**src/rtl/caliptra_fpga_clk_stepper.sv**
```systemverilog
// Multi-channel gated-clock step controller: turns STOP/STEP/RUN/CLR_CYC commands
// into registered per-channel clock enables with cycle counters and sticky status.
module caliptra_fpga_clk_stepper #(
  parameter int NUM_CH = 2,
  parameter int CNT_W  = 32,
  parameter int TS_W   = 64
) (
  input  logic                     aclk,
  input  logic                     rst,
  input  logic                     cmd_valid,
  output logic                     cmd_ready,
  input  logic [NUM_CH-1:0]        cmd_ch_mask,
  input  logic [1:0]               cmd_op,
  input  logic [CNT_W-1:0]         cmd_count,
  input  logic [NUM_CH-1:0]        brk_i,
  input  logic                     err_clr_i,
  output logic [NUM_CH-1:0]        clk_en_o,
  output logic [NUM_CH-1:0]        busy_o,
  output logic [NUM_CH*CNT_W-1:0]  remaining_o,
  output logic [NUM_CH*TS_W-1:0]   cycles_o,
  output logic [NUM_CH-1:0]        done_o,
  output logic [NUM_CH-1:0]        brk_hit_o,
  output logic                     err_o,
  output logic [2*NUM_CH-1:0]      dbg_state
);

  // Command handshake: a command is taken on any posedge where cmd_valid && cmd_ready.
  // cmd_ready never looks at cmd_valid; it drops while any channel's pending slot is full.

  typedef enum logic [1:0] {
    ST_IDLE = 2'd0,
    ST_STEP = 2'd1,
    ST_RUN  = 2'd2
  } ch_state_e;

  localparam logic [1:0] OP_STOP = 2'd0;
  localparam logic [1:0] OP_STEP = 2'd1;
  localparam logic [1:0] OP_RUN  = 2'd2;
  localparam logic [1:0] OP_CLR  = 2'd3;

  ch_state_e          st_q   [NUM_CH];
  ch_state_e          st_d   [NUM_CH];
  logic [CNT_W-1:0]   rem_q  [NUM_CH];
  logic [CNT_W-1:0]   rem_d  [NUM_CH];
  logic [CNT_W-1:0]   pcnt_q [NUM_CH];
  logic [CNT_W-1:0]   pcnt_d [NUM_CH];
  logic [TS_W-1:0]    cyc_q  [NUM_CH];
  logic [TS_W-1:0]    cyc_d  [NUM_CH];
  logic [NUM_CH-1:0]  pv_q, pv_d;
  logic [NUM_CH-1:0]  en_d, done_d, hit_d;
  logic               cmd_fire, step_zero, cmd_legal, err_d;

  assign cmd_ready = !rst && !(|pv_q);
  assign cmd_fire  = cmd_valid && cmd_ready;
  // A zero-length STEP is rejected as a whole, for every channel in the mask.
  assign step_zero = cmd_fire && (cmd_op == OP_STEP) && (cmd_count == '0);
  assign cmd_legal = cmd_fire && !step_zero;

  always_comb begin
    for (int c = 0; c < NUM_CH; c++) begin
      st_d[c]   = st_q[c];
      rem_d[c]  = rem_q[c];
      pcnt_d[c] = pcnt_q[c];
      pv_d[c]   = pv_q[c];
      done_d[c] = 1'b0;
      hit_d[c]  = brk_hit_o[c];
      cyc_d[c]  = clk_en_o[c] ? cyc_q[c] + TS_W'(1) : cyc_q[c];

      // Countdown; on the last enabled cycle a pending count chains in without a gap.
      if (st_q[c] == ST_STEP) begin
        if (rem_q[c] != '0) begin
          rem_d[c] = rem_q[c] - CNT_W'(1);
        end else if (pv_q[c]) begin
          rem_d[c] = pcnt_q[c] - CNT_W'(1);
          pv_d[c]  = 1'b0;
        end else begin
          st_d[c]   = ST_IDLE;
          done_d[c] = 1'b1;
        end
      end

      if (cmd_legal && cmd_ch_mask[c]) begin
        unique case (cmd_op)
          OP_STOP: begin
            hit_d[c] = 1'b0;
            if (st_q[c] != ST_IDLE) begin
              st_d[c]   = ST_IDLE;
              rem_d[c]  = '0;
              pv_d[c]   = 1'b0;
              done_d[c] = 1'b1;
            end
          end
          OP_STEP: begin
            hit_d[c] = 1'b0;
            if (st_q[c] == ST_STEP && rem_q[c] != '0) begin
              pv_d[c]   = 1'b1;
              pcnt_d[c] = cmd_count;
            end else begin
              st_d[c]   = ST_STEP;
              rem_d[c]  = cmd_count - CNT_W'(1);
              pv_d[c]   = 1'b0;
              done_d[c] = 1'b0;
            end
          end
          OP_RUN: begin
            hit_d[c]  = 1'b0;
            st_d[c]   = ST_RUN;
            rem_d[c]  = '0;
            pv_d[c]   = 1'b0;
            done_d[c] = 1'b0;
          end
          OP_CLR: begin
            cyc_d[c] = '0;
          end
          default: ;
        endcase
      end else if (brk_i[c] && st_q[c] != ST_IDLE) begin
        st_d[c]   = ST_IDLE;
        rem_d[c]  = '0;
        pv_d[c]   = 1'b0;
        done_d[c] = 1'b1;
        hit_d[c]  = 1'b1;
      end

      en_d[c] = (st_d[c] != ST_IDLE);
    end
  end

  // Set wins over clear.
  always_comb begin
    err_d = err_o;
    if (step_zero) begin
      err_d = 1'b1;
    end else if (err_clr_i) begin
      err_d = 1'b0;
    end
  end

  always_ff @(posedge aclk) begin
    if (rst) begin
      for (int c = 0; c < NUM_CH; c++) begin
        st_q[c]   <= ST_IDLE;
        rem_q[c]  <= '0;
        pcnt_q[c] <= '0;
        cyc_q[c]  <= '0;
      end
      pv_q      <= '0;
      clk_en_o  <= '0;
      done_o    <= '0;
      brk_hit_o <= '0;
      err_o     <= 1'b0;
    end else begin
      for (int c = 0; c < NUM_CH; c++) begin
        st_q[c]   <= st_d[c];
        rem_q[c]  <= rem_d[c];
        pcnt_q[c] <= pcnt_d[c];
        cyc_q[c]  <= cyc_d[c];
      end
      pv_q      <= pv_d;
      clk_en_o  <= en_d;
      done_o    <= done_d;
      brk_hit_o <= hit_d;
      err_o     <= err_d;
    end
  end

  for (genvar g = 0; g < NUM_CH; g++) begin : g_out
    assign busy_o[g]                     = (st_q[g] != ST_IDLE);
    assign remaining_o[g*CNT_W +: CNT_W] = rem_q[g];
    assign cycles_o[g*TS_W +: TS_W]      = cyc_q[g];
    assign dbg_state[g*2 +: 2]           = st_q[g];
  end

endmodule

```
**config.mk**
```make
export PLATFORM = sky130hd
export DESIGN_NAME = caliptra_fpga_clk_stepper
export DESIGN_NICKNAME = d
export VERILOG_FILES = /design/src/rtl/caliptra_fpga_clk_stepper.sv
export SDC_FILE = /design/constraint.sdc
export NUM_CORES = 1
export LEC_CHECK = 0
export BUFFER_PORTS_ARGS = -buffer_cell sky130_fd_sc_hd__buf_2
export CAP_MARGIN = 20
export CORE_MARGIN = 8
export CORE_UTILIZATION = 52
export DETAILED_ROUTE_END_ITERATION = 6
export GPL_ROUTABILITY_DRIVEN = 0
export GPL_TIMING_DRIVEN = 0
export PLACE_DENSITY_LB_ADDON = 0.12
export SKIP_LAST_GASP = 1
export SLEW_MARGIN = 20
export SYNTH_ARGS = -nofsm -noshare
export SYNTH_HDL_FRONTEND = slang
export SYNTH_SLANG_ARGS = --single-unit
```
**constraint.sdc**
```tcl
create_clock -name aclk -period 2.7 [get_ports aclk]
set_input_delay 0.405 -clock aclk [delete_from_list [all_inputs] [get_ports aclk]]
set_output_delay 0.405 -clock aclk [all_outputs]
set_load 0.05 [all_outputs]
```
==> out/metrics.json <==
{
  "synth": {
    "yosys-mux-area-fraction_pct": 0.4405,
    "ys_ff_latch": 269,
    "synthesis.instances": 1877,
    "synth-xor-area-share_pct": 12.57,
    "seq_area_frac_synth_pct": 36.46,
    "synth_area_leaders": "sky130_fd_sc_hd__dfxtp_1 (36%), sky130_fd_sc_hd__xor2_1 (6.6%), sky130_fd_sc_hd__nand2_1 (6.1%)",
    "share_of_the_synthesized_area_in_the_top_cell_type_pct": 36.46,
    "syn_area_per_cell_um2": 7.868,
    "postSynth.asyncResetShare_pct": 0,
    "synth_top_family_by_area": "simple AND/OR/NAND/NOR gates",
    "synth-main-ff-cell": "sky130_fd_sc_hd__dfxtp_1",
    "post-synth-top-area-cell": "sky130_fd_sc_hd__dfxtp_1",
    "synth.lib_cells_used.distinct": 88,
    "netlist_area_um2": 14770,
    "synth-compound-area-share_pct": 14.22,
    "synth_simple_gate_area_share_pct": 31.94,
    "yosysWarnings": 0,
    "mappedNetlistNets": 1926,
    "synth-edff-count": 0,
    "synth_fa_ha_area_share_pct": 0.5930
  },
  "cts": {
    "worstSkewPairLatency_ns": 0.58,
    "cts_hold_buffers": 0,
    "cts-root-to-sink-buffers": 3,
    "cts-buffers-inserted": 31,
    "clkSlewWorstSetupHoldPaths_ns": 0.06,
    "clock_tree.htree_level_count": 1,
    "cts_tree": "built",
    "sink_count_of_the_clock_tree": 269,
    "clockRootBuffer": "sky130_fd_sc_hd__clkbuf_16"
  },
  "critical_path": {
    "critical_path_required_ns": 3.12,
    "critical_path.startpoint": "rem_q[0][33]",
    "cp_max_fo": 10,
    "ff2ff_setup_slack_ns": 0.05,
    "timing.reg2reg.worst_path_depth": 12,
    "reg2reg_to": "rem_q[0][52]",
    "critPathLaunchType": "flip-flop",
    "worstSetupEndpoint": "rem_q[0][52]",
    "timing.rr.start": "rem_q[0][33]",
    "timing.critical_path.to_type": "flip-flop",
    "critPathArrivalTime_ns": 3.07,
    "setup.worst_path.class": "flip-flop to flip-flop"
  },
  "grt": {
    "grt_first_pass_wirelength_um": 78530,
    "grt.overflow.total": 0,
    "first_global_vias": 14650,
    "largest_net_degree_at_the_start_of_global_routing": 17,
    "track_usage_pct": 28.63,
    "antenna_found_initial": 3
  },
  "power_and_ir_drop": {
    "power.total_mw": 10.71,
    "pwr_density_cell_nw_per_um2": 587.7,
    "vdd_drop_max_mv": 0.5905,
    "power.leakage_nw": 7.301
  },
  "timing": {
    "max-slew-margin-rel_pct": 37.92,
    "achievable_freq_ghz": 0.3772,
    "fin_hold_ws_ns": 0.08783,
    "tightest_slew_ns": 0.9312,
    "fin_crit_sh_pct": 98.20,
    "rsz_0062_raised_after_global_routing": "true",
    "final_report_setup_violation_count": 0,
    "final-hold-violation-count": 0,
    "period_minus_slack_ns": 2.651,
    "clock_skew_ns": 0.01209,
    "final_max_tran_viols": 0
  },
  "route": {
    "number_of_design_rule_violations_left_after_detail_routing": 0,
    "route.vias.total": 15720,
    "drt_pre_antenna_iters": 6,
    "wl_per_cell_um": 20.17,
    "drtAntennaViolNets": 0,
    "vias_per_cell": 6.108,
    "route.final.wire_length_um": 51930,
    "drt_first_iter_violations": 1556
  },
  "outcome": {
    "run_status": "finished clean"
  },
  "layout": {
    "design.final.nets": 2219,
    "post-route-cell-area_um2": 18220,
    "layout-drive-gt1-share_pct": 21.60,
    "area_growth_pct": 23.33,
    "instances_no_fill": 2574
  },
  "floorplan": {
    "dieArea_um2": 34050,
    "boundary_pin_count": 248,
    "chipHeight_um": 184.5,
    "rows": 61,
    "die_wd_um": 184.5,
    "starting_utilization_of_the_core_area_pct": 53.02,
    "core-area_um2": 27860
  },
  "min_path": {
    "worstHoldPathType": "primary input to flip-flop"
  },
  "job": {
    "max-cap-violations": 0
  },
  "placed_design": {
    "place.detailed.instances": 2499,
    "port_buffers": 244,
    "hpwlAfterDp_um": 39130,
    "place_area_um2": 16500
  }
}
metal layers:
layer	global-route usage, %	routed length, um	up-vias
met5	0	13	-
met4	14.65	2717	2
met3	5.474	4869	183
met2	45.65	23320	853
met1	36.44	21000	7411
li1	-	-	7273
layout make-up:
| cell class | instances | area, um^2 |
|---|---|---|
| Antenna cell | 2 | 5.005 |
| Buffer | 81 | 417.9 |
| Clock buffer | 40 | 849.6 |
| Clock inverter | 17 | 231.5 |
| Fill cell | 2499 | 9643 |
| Inverter | 37 | 141.4 |
| Multi-Input combinational cell | 1481 | 9294 |
| Sequential cell | 269 | 5396 |
| Tap cell | 378 | 473.0 |
| Timing Repair Buffer | 269 | 1406 |
worst min path at each step:
stage,start,end,cells after the start
after floorplan,pcnt_q[0][31],pcnt_q[0][31],2
after global placement,pcnt_q[0][63],pcnt_q[0][63],2
after detailed placement,pcnt_q[0][63],pcnt_q[0][63],2
after CTS,brk_i[0],st_q[0][0],2
after global routing,brk_i[0],st_q[0][0],2
final,brk_i[0],st_q[0][0],2
power breakdown:
part,total [mW],switching [mW],internal (mW)
combinational,2.10,1.44,0.663
sequential,4.16,0.118,4.04
clock,4.45,1.75,2.70
Yosys cell counts, types with 8 or more instances:
| cell type | n |
|---|---|
| sky130_fd_sc_hd__o32ai_1 | 8 |
| sky130_fd_sc_hd__nor3_1 | 80 |
| sky130_fd_sc_hd__and3_1 | 27 |
| sky130_fd_sc_hd__nand4_1 | 52 |
| sky130_fd_sc_hd__dfxtp_1 | 269 |
| sky130_fd_sc_hd__nor4_1 | 34 |
| sky130_fd_sc_hd__and2_1 | 12 |
| sky130_fd_sc_hd__inv_1 | 36 |
| sky130_fd_sc_hd__xor2_1 | 112 |
| sky130_fd_sc_hd__nor2_1 | 237 |
| sky130_fd_sc_hd__o211ai_1 | 10 |
| sky130_fd_sc_hd__buf_2 | 13 |
| sky130_fd_sc_hd__and4_1 | 20 |
| sky130_fd_sc_hd__or2_2 | 11 |
| sky130_fd_sc_hd__nand2_1 | 241 |
| sky130_fd_sc_hd__o21ai_0 | 43 |
| sky130_fd_sc_hd__xnor2_1 | 100 |
| sky130_fd_sc_hd__clkbuf_1 | 67 |
| sky130_fd_sc_hd__or4_1 | 26 |
| sky130_fd_sc_hd__a21oi_1 | 142 |
| sky130_fd_sc_hd__o31ai_1 | 12 |
| sky130_fd_sc_hd__or3_1 | 36 |
| sky130_fd_sc_hd__nand3_1 | 89 |
| sky130_fd_sc_hd__nor4_2 | 8 |
| sky130_fd_sc_hd__nor2b_1 | 8 |
| sky130_fd_sc_hd__o22ai_1 | 30 |
through the flow:
step,worst slack (ns),util (%),TNS (ns)
after global placement,-0.7192,59.24,-105.37
final,0.04856,65.39,0
after floorplan,0.002990,-,0
after global routing,-0.02863,65.38,-0.1738
after detailed placement,-0.7345,59.24,-111.30
after CTS,-0.1322,64.20,-0.4062
cell families (layout without fill, tap and decap cells):
family | count (synthesis) | count (layout)
other cells | 0 | 2
simple gates | 928 | 928
buf+inv | 127 | 444
xor+xnor | 212 | 212
compound gates | 328 | 328
fa+ha+maj | 7 | 7
flops | 269 | 269
mux | 6 | 6
timing repair:
item                                   CTS  global route
setup buffers                           13            11
pin swaps                               10             9
cloned                                   1             0
endpoints found under the hold margin    0             0
setup endpoints to repair              147           245
resized for setup                       44            67
worst max-delay path, cell delays in order, from the launching register on:
cell and delay [ns]:
sky130_fd_sc_hd__dfxtp_4 0.37, sky130_fd_sc_hd__inv_2 0.08, sky130_fd_sc_hd__ha_4 0.13, sky130_fd_sc_hd__or4b_4 0.46, sky130_fd_sc_hd__nor4_4 0.19, sky130_fd_sc_hd__buf_4 0.18
sky130_fd_sc_hd__a31oi_4 0.12, sky130_fd_sc_hd__o22a_1 0.24, sky130_fd_sc_hd__o21ba_2 0.20, sky130_fd_sc_hd__buf_6 0.15, sky130_fd_sc_hd__nand2_4 0.09, sky130_fd_sc_hd__buf_12 0.16
sky130_fd_sc_hd__o32ai_2 0.11
cell usage in the layout, fill, tap and decap left out, drive strengths merged, types with 29 or more instances in the layout:
cell type,count
a21oi,144
dfxtp,269
nor4,46
or4,29
o22ai,30
o21ai,48
xnor2,100
nand4,53
xor2,112
buf,292
nor3,84
nor2,238
nand3,89
inv,37
or3,38
nand2,244
clkbuf,98
state kept, by name, indices dropped and copies added (netlist names):
name,count
pv_q,2
st_q,4
cyc_q,128
pcnt_q,64
rem_q,64
err_o,1
brk_hit_o,2
clk_en_o,2
done_o,2
(Power assumes the default switching activity.)
